===== src/rtl/l2_refill_pkg.sv =====
// Shared types, default widths and helpers for the L2 refill controller.
package l2_refill_pkg;

  localparam int INDEX_BITS = 7;
  localparam int TAG_BITS   = 4;
  localparam int WAY_BITS   = 3;
  localparam int BLOCK_BITS = 128;

  typedef enum logic [2:0] {
    S_IDLE,
    S_LOOKUP,
    S_WB,
    S_RD,
    S_FILL,
    S_DONE
  } state_t;

  // Memory line address is the tag placed directly above the set index.
  function automatic logic [TAG_BITS+INDEX_BITS-1:0] line_addr(
    input logic [TAG_BITS-1:0]   tag,
    input logic [INDEX_BITS-1:0] index
  );
    return {tag, index};
  endfunction

endpackage


===== src/rtl/l2_refill_arb.sv =====
// Two-port round-robin arbiter; priority passes to the port not granted.
module l2_refill_arb (
  input  logic clk,
  input  logic rst_n,
  input  logic req_p1,
  input  logic req_p2,
  input  logic grant_en,
  output logic grant_valid,
  output logic grant_p2
);

  logic prio_p2;

  assign grant_valid = req_p1 | req_p2;
  assign grant_p2    = req_p2 & (~req_p1 | prio_p2);

  // Flip priority to the loser each time a grant is actually taken.
  always_ff @(posedge clk or negedge rst_n) begin
    if (!rst_n) begin
      prio_p2 <= 1'b0;
    end else if (grant_en && grant_valid) begin
      prio_p2 <= ~grant_p2;
    end
  end

endmodule


===== src/rtl/l2_refill_ctrl.sv =====
// L2 miss/refill controller: arbitrate, write back dirty victim, read line, install.
module l2_refill_ctrl
  import l2_refill_pkg::*;
#(
  parameter int index_bits         = INDEX_BITS,
  parameter int tag_bits           = TAG_BITS,
  parameter int no_of_l2_ways_bits = WAY_BITS,
  parameter int block_bits         = BLOCK_BITS
) (
  input  logic                            CLK,
  input  logic                            RST,
  input  logic                            miss_L2_p1,
  input  logic                            miss_L2_p2,
  input  logic [index_bits-1:0]           index_1_to_L2,
  input  logic [index_bits-1:0]           index_2_to_L2,
  input  logic [tag_bits-1:0]             tag_1_to_L2,
  input  logic [tag_bits-1:0]             tag_2_to_L2,
  input  logic [no_of_l2_ways_bits-1:0]   LRU_block_L2_1,
  input  logic [no_of_l2_ways_bits-1:0]   LRU_block_L2_2,
  output logic [index_bits-1:0]           lookup_index,
  output logic [no_of_l2_ways_bits-1:0]   lookup_way,
  input  logic                            victim_valid,
  input  logic                            victim_dirty,
  input  logic [tag_bits-1:0]             victim_tag,
  input  logic [block_bits-1:0]           victim_data,
  output logic                            mem_req,
  output logic                            mem_we,
  output logic [tag_bits+index_bits-1:0]  mem_addr,
  output logic [block_bits-1:0]           mem_wdata,
  input  logic                            mem_ack,
  input  logic [block_bits-1:0]           mem_rdata,
  output logic                            fill_en,
  output logic [index_bits-1:0]           fill_index,
  output logic [no_of_l2_ways_bits-1:0]   fill_way,
  output logic [tag_bits-1:0]             fill_tag,
  output logic [block_bits-1:0]           fill_data,
  output logic                            refill_done_p1,
  output logic                            refill_done_p2,
  output logic                            busy
);

  state_t                          state, next_state;
  logic                            grant_valid, grant_p2;
  logic                            owner_p2;
  logic [index_bits-1:0]           index_q;
  logic [tag_bits-1:0]             tag_q;
  logic [no_of_l2_ways_bits-1:0]   way_q;
  logic [tag_bits-1:0]             vtag_q;
  logic [block_bits-1:0]           vdata_q;
  logic [block_bits-1:0]           rdata_q;

  l2_refill_arb u_arb (
    .clk         (CLK),
    .rst_n       (RST),
    .req_p1      (miss_L2_p1),
    .req_p2      (miss_L2_p2),
    .grant_en    (state == S_IDLE),
    .grant_valid (grant_valid),
    .grant_p2    (grant_p2)
  );

  // State register; reset abandons any memory transaction in flight.
  always_ff @(posedge CLK or negedge RST) begin
    if (!RST) begin
      state <= S_IDLE;
    end else begin
      state <= next_state;
    end
  end

  // Request latched at grant, victim snapshot at lookup, read data at ack.
  always_ff @(posedge CLK or negedge RST) begin
    if (!RST) begin
      owner_p2 <= 1'b0;
      index_q  <= '0;
      tag_q    <= '0;
      way_q    <= '0;
      vtag_q   <= '0;
      vdata_q  <= '0;
      rdata_q  <= '0;
    end else begin
      case (state)
        S_IDLE: begin
          if (grant_valid) begin
            owner_p2 <= grant_p2;
            index_q  <= grant_p2 ? index_2_to_L2  : index_1_to_L2;
            tag_q    <= grant_p2 ? tag_2_to_L2    : tag_1_to_L2;
            way_q    <= grant_p2 ? LRU_block_L2_2 : LRU_block_L2_1;
          end
        end
        S_LOOKUP: begin
          vtag_q  <= victim_tag;
          vdata_q <= victim_data;
        end
        S_RD: begin
          if (mem_ack) begin
            rdata_q <= mem_rdata;
          end
        end
        default: begin
        end
      endcase
    end
  end

  // Next-state and output decode; memory outputs only live in WB and RD.
  always_comb begin
    next_state     = state;
    lookup_index   = index_q;
    lookup_way     = way_q;
    mem_req        = 1'b0;
    mem_we         = 1'b0;
    mem_addr       = '0;
    mem_wdata      = '0;
    fill_en        = 1'b0;
    fill_index     = index_q;
    fill_way       = way_q;
    fill_tag       = tag_q;
    fill_data      = rdata_q;
    refill_done_p1 = 1'b0;
    refill_done_p2 = 1'b0;
    busy           = (state != S_IDLE);
    case (state)
      S_IDLE: begin
        if (grant_valid) next_state = S_LOOKUP;
      end
      S_LOOKUP: begin
        next_state = (victim_valid && victim_dirty) ? S_WB : S_RD;
      end
      S_WB: begin
        mem_req   = 1'b1;
        mem_we    = 1'b1;
        mem_addr  = line_addr(vtag_q, index_q);
        mem_wdata = vdata_q;
        if (mem_ack) next_state = S_RD;
      end
      S_RD: begin
        mem_req  = 1'b1;
        mem_addr = line_addr(tag_q, index_q);
        if (mem_ack) next_state = S_FILL;
      end
      S_FILL: begin
        fill_en    = 1'b1;
        next_state = S_DONE;
      end
      S_DONE: begin
        refill_done_p1 = ~owner_p2;
        refill_done_p2 = owner_p2;
        next_state     = S_IDLE;
      end
      default: begin
        next_state = S_IDLE;
      end
    endcase
  end

endmodule

===== config.mk =====
export PLATFORM = sky130hd
export DESIGN_NAME = l2_refill_ctrl
export DESIGN_NICKNAME = d
export VERILOG_FILES = /design/src/rtl/l2_refill_pkg.sv /design/src/rtl/l2_refill_arb.sv /design/src/rtl/l2_refill_ctrl.sv
export SDC_FILE = /design/constraint.sdc
export NUM_CORES = 1
export LEC_CHECK = 0
export CAP_MARGIN = 5
export CORE_AREA = 4 4 230 232
export CTS_BUF_LIST = sky130_fd_sc_hd__clkbuf_4
export CTS_CLUSTER_SIZE = 14
export DETAILED_ROUTE_END_ITERATION = 6
export DIE_AREA = 0 0 234 236
export HOLD_SLACK_MARGIN = 0.05
export PLACE_DENSITY = 0.57
export RECOVER_POWER = 25
export SYNTH_ARGS = -nofsm -noshare
export SYNTH_HDL_FRONTEND = slang
export SYNTH_SLANG_ARGS = --single-unit

===== constraint.sdc =====
create_clock -name CLK -period 5.2 [get_ports CLK]
set_input_delay 1.04 -clock CLK [delete_from_list [all_inputs] [get_ports CLK]]
set_output_delay 1.04 -clock CLK [all_outputs]
set_load 0.01 [all_outputs]

==> metrics.yaml <==
p_leak_nw: 8.13
critPathBufInv: 2
synth_top_area_share_pct: 58.0
synth_xor_area_share_pct: 0.0727
p_per_area_nw_per_um2: 621
ctsResizeCount: 0
crit_chain: "nand2b_4 > nor2_4 > buf_12 > and2_1 > clkdlybuf4s50_1"
wl_per_cell_um: 18.4
clock_latency_ns: 0.78
die_y_um: 236
finalCriticalPeriod_ns: 4.20
outcome: "complete, but fails checks"
hold_class: "flop to flop"
ys_warn_count: 0
cts_tree: "built"
grt_max_degree: 110
failed_checks: "capacitance limit, slew limit"
drt-pass1-iter-count: 7
grt_usage_pct: 14.1
final_common_cell: "clkdlybuf4s50_1"
rr_endpoint: "fill_tag[3]$_DFFE_PN0P_"
setup_ws_ns: 0.997
power.total_w: 0.0121
synth_compound_area_share_pct: 2.55
clk_path_buf_depth: 3
dp_hpwl_mm: 29.8
syn_inst: 800
first_global_vias: 9693
cpPeakStageDelay_ns: 0.67
yosys.area.top_type: "dfrtp_1"
layout_common_cells: "clkdlybuf4s50_1, dfrtp_1, mux2_2"
ioPinCount: 592
finalSetupViolations: 0
cp.depth: 5
coreArea_um2: 51000
synth_seq_cells: 279
antenna_left: 0
yosys.area_share.adder_pct: 0
critPathTopFamily: "simple AND/OR/NAND/NOR gates"
yosysSeqAreaShare_pct: 58.0
drt_iter0_markers: 237
skew_ns: 0.0589
grt_pass1_wl_mm: 59.5
chipWidth_um: 234
crit_path_end_kind: "output pin"
grt_setup_unrepaired: "no"
place.gp.congestion: 0.788
cts_setup_buffers: 0
startpoint: "state[2]$_DFFE_PN0P_"
cp_data_required_time_ns: 4.16
relSlewSlack_pct: -90.4
pre_cts_ws_ns: 1.67
avgSynthCellArea_um2: 15.1
worstMarginPinSlew_ns: 2.86
holdBufCountCts: 0
htree_levels: 3
synthArstFlopShare_pct: 100
ir_drop_v: 0.000302
rr_startpoint: "state[0]$_DFFE_PN0P_"
whs_ns: 0.495
hold_violations: 0
synthMuxAreaShare_pct: 27.1
utilization_pct: 38.1
crit_path_start_kind: "flop"
rrSetupSlack_ns: 2.29
crit_end: "mem_wdata[56]"
cts-buffers-inserted: 82
worstPathArrival_ns: 3.16
cts-root-buf: "clkbuf_4"
yosys-top-cells-area: "dfrtp_1, mux2_2, mux2_4"
tns_ns: 0
synth_flop_cell: "dfrtp_1"
die_area_um2: 55200
drv_cap: 1
slew_viol_final: 110
routed_wl_mm: 39.8
hold_depth: 1
via_per_inst: 4.08
rows: 83
drive_gt1_share_pct: 27.8
max_freq_mhz: 238
areaGrowthSynthToFinish_pct: 61.4
synth_nets: 1095
syn_area_um2: 12000
crit_fanout: 48
io_buffers: 591
fin_crit_sh_pct: 80.8
crit_slowest_cell: "nor2_4"
synth_cell_type_count: 32
synthSimpleGateAreaFrac_pct: 8.26
route.detailed.drc: 0
crit_type: "flop to output pin"
synth_edf_count: 0
antenna_found_initial: 2
synth_top_family_by_area: "multiplexers"
num_vias: 8822
cts.sinks: 279
start_util_pct: 23.6
r2r.worst_path.cells: 4
grt_overflow: 0
fin_nets: 1726
clk_pin_slew_ns: 0.06
-- layout make-up --
type                            count  area [um^2]
Inverter                            2         10.0
Antenna cell                        5         12.5
Timing Repair Buffer              607         6070
Sequential cell                   279         6980
Multi-Input combinational cell    459         4590
Clock inverter                     17         90.1
Fill cell                        4994        31600
Clock buffer                      111          833
Tap cell                          680          851
-- metal layers --
layer	vias to the layer above	global-route usage, %	part of all wire (%)
met3	64	5.45	8.5
met1	4342	15.2	37
met5	-	0	0
met4	0	4.74	2.3
li1	4046	-	-
met2	370	25.1	53
-- synthesized netlist by cell type, drive strengths merged, types with 3 or more instances --
cell    number
mux2i        4
a21o        14
dfrtp      279
buf         40
mux2       260
nand2        4
nor2         7
and2       136
o221a       14
clkbuf      20
nor2b        3
-- sequential cells by signal, summed over array words and instances, names as in the netlist --
| register | count |
|---|---|
| fill_data | 128 |
| state | 3 |
| owner_p2 | 1 |
| fill_tag | 4 |
| vdata_q | 128 |
| fill_index | 7 |
| fill_way | 3 |
| u_arb.prio_p2 | 1 |
| vtag_q | 4 |
-- power breakdown --
group	leakage, nW	total [W]	internal, W	switching, W
Sequential	3.29	0.00396	0.00331	0.000650
Clock	0.553	0.00194	0.00102	0.000925
Combinational	4.29	0.00617	0.00386	0.00232
Total	8.13	0.0121	0.00818	0.00389
-- worst min-delay path by stage --
stage                                endpoint                       from  slack, ns
finish                vdata_q[10]$_DFFE_PN0P_    vdata_q[10]$_DFFE_PN0P_       0.50
global route        fill_data[49]$_DFFE_PN0P_  fill_data[49]$_DFFE_PN0P_       0.51
CTS                   vdata_q[92]$_DFFE_PN0P_                        RST       0.26
detailed placement    vdata_q[93]$_DFFE_PN0P_    vdata_q[93]$_DFFE_PN0P_       0.49
global placement     vdata_q[119]$_DFFE_PN0P_   vdata_q[119]$_DFFE_PN0P_       0.48
floorplan            vdata_q[112]$_DFFE_PN0P_   vdata_q[112]$_DFFE_PN0P_       0.47
-- per-stage QoR --
stage               cell area (um^2)  std cells
floorplan                      12000        800
global placement               18500       2027
detailed placement             18500       2027
CTS                            19500       2155
global route                   19400       2158
finish                         19400       2160
-- cells by family after synthesis --
kind of cell | count (synthesis)
muxes | 264
and+or+nand+nor | 159
xor gates and xnor gates | 1
buffers and inverters | 62
DFF | 279
AOI/OAI and AO/OA | 35
Note: power is estimated with default switching activity, not from simulation.
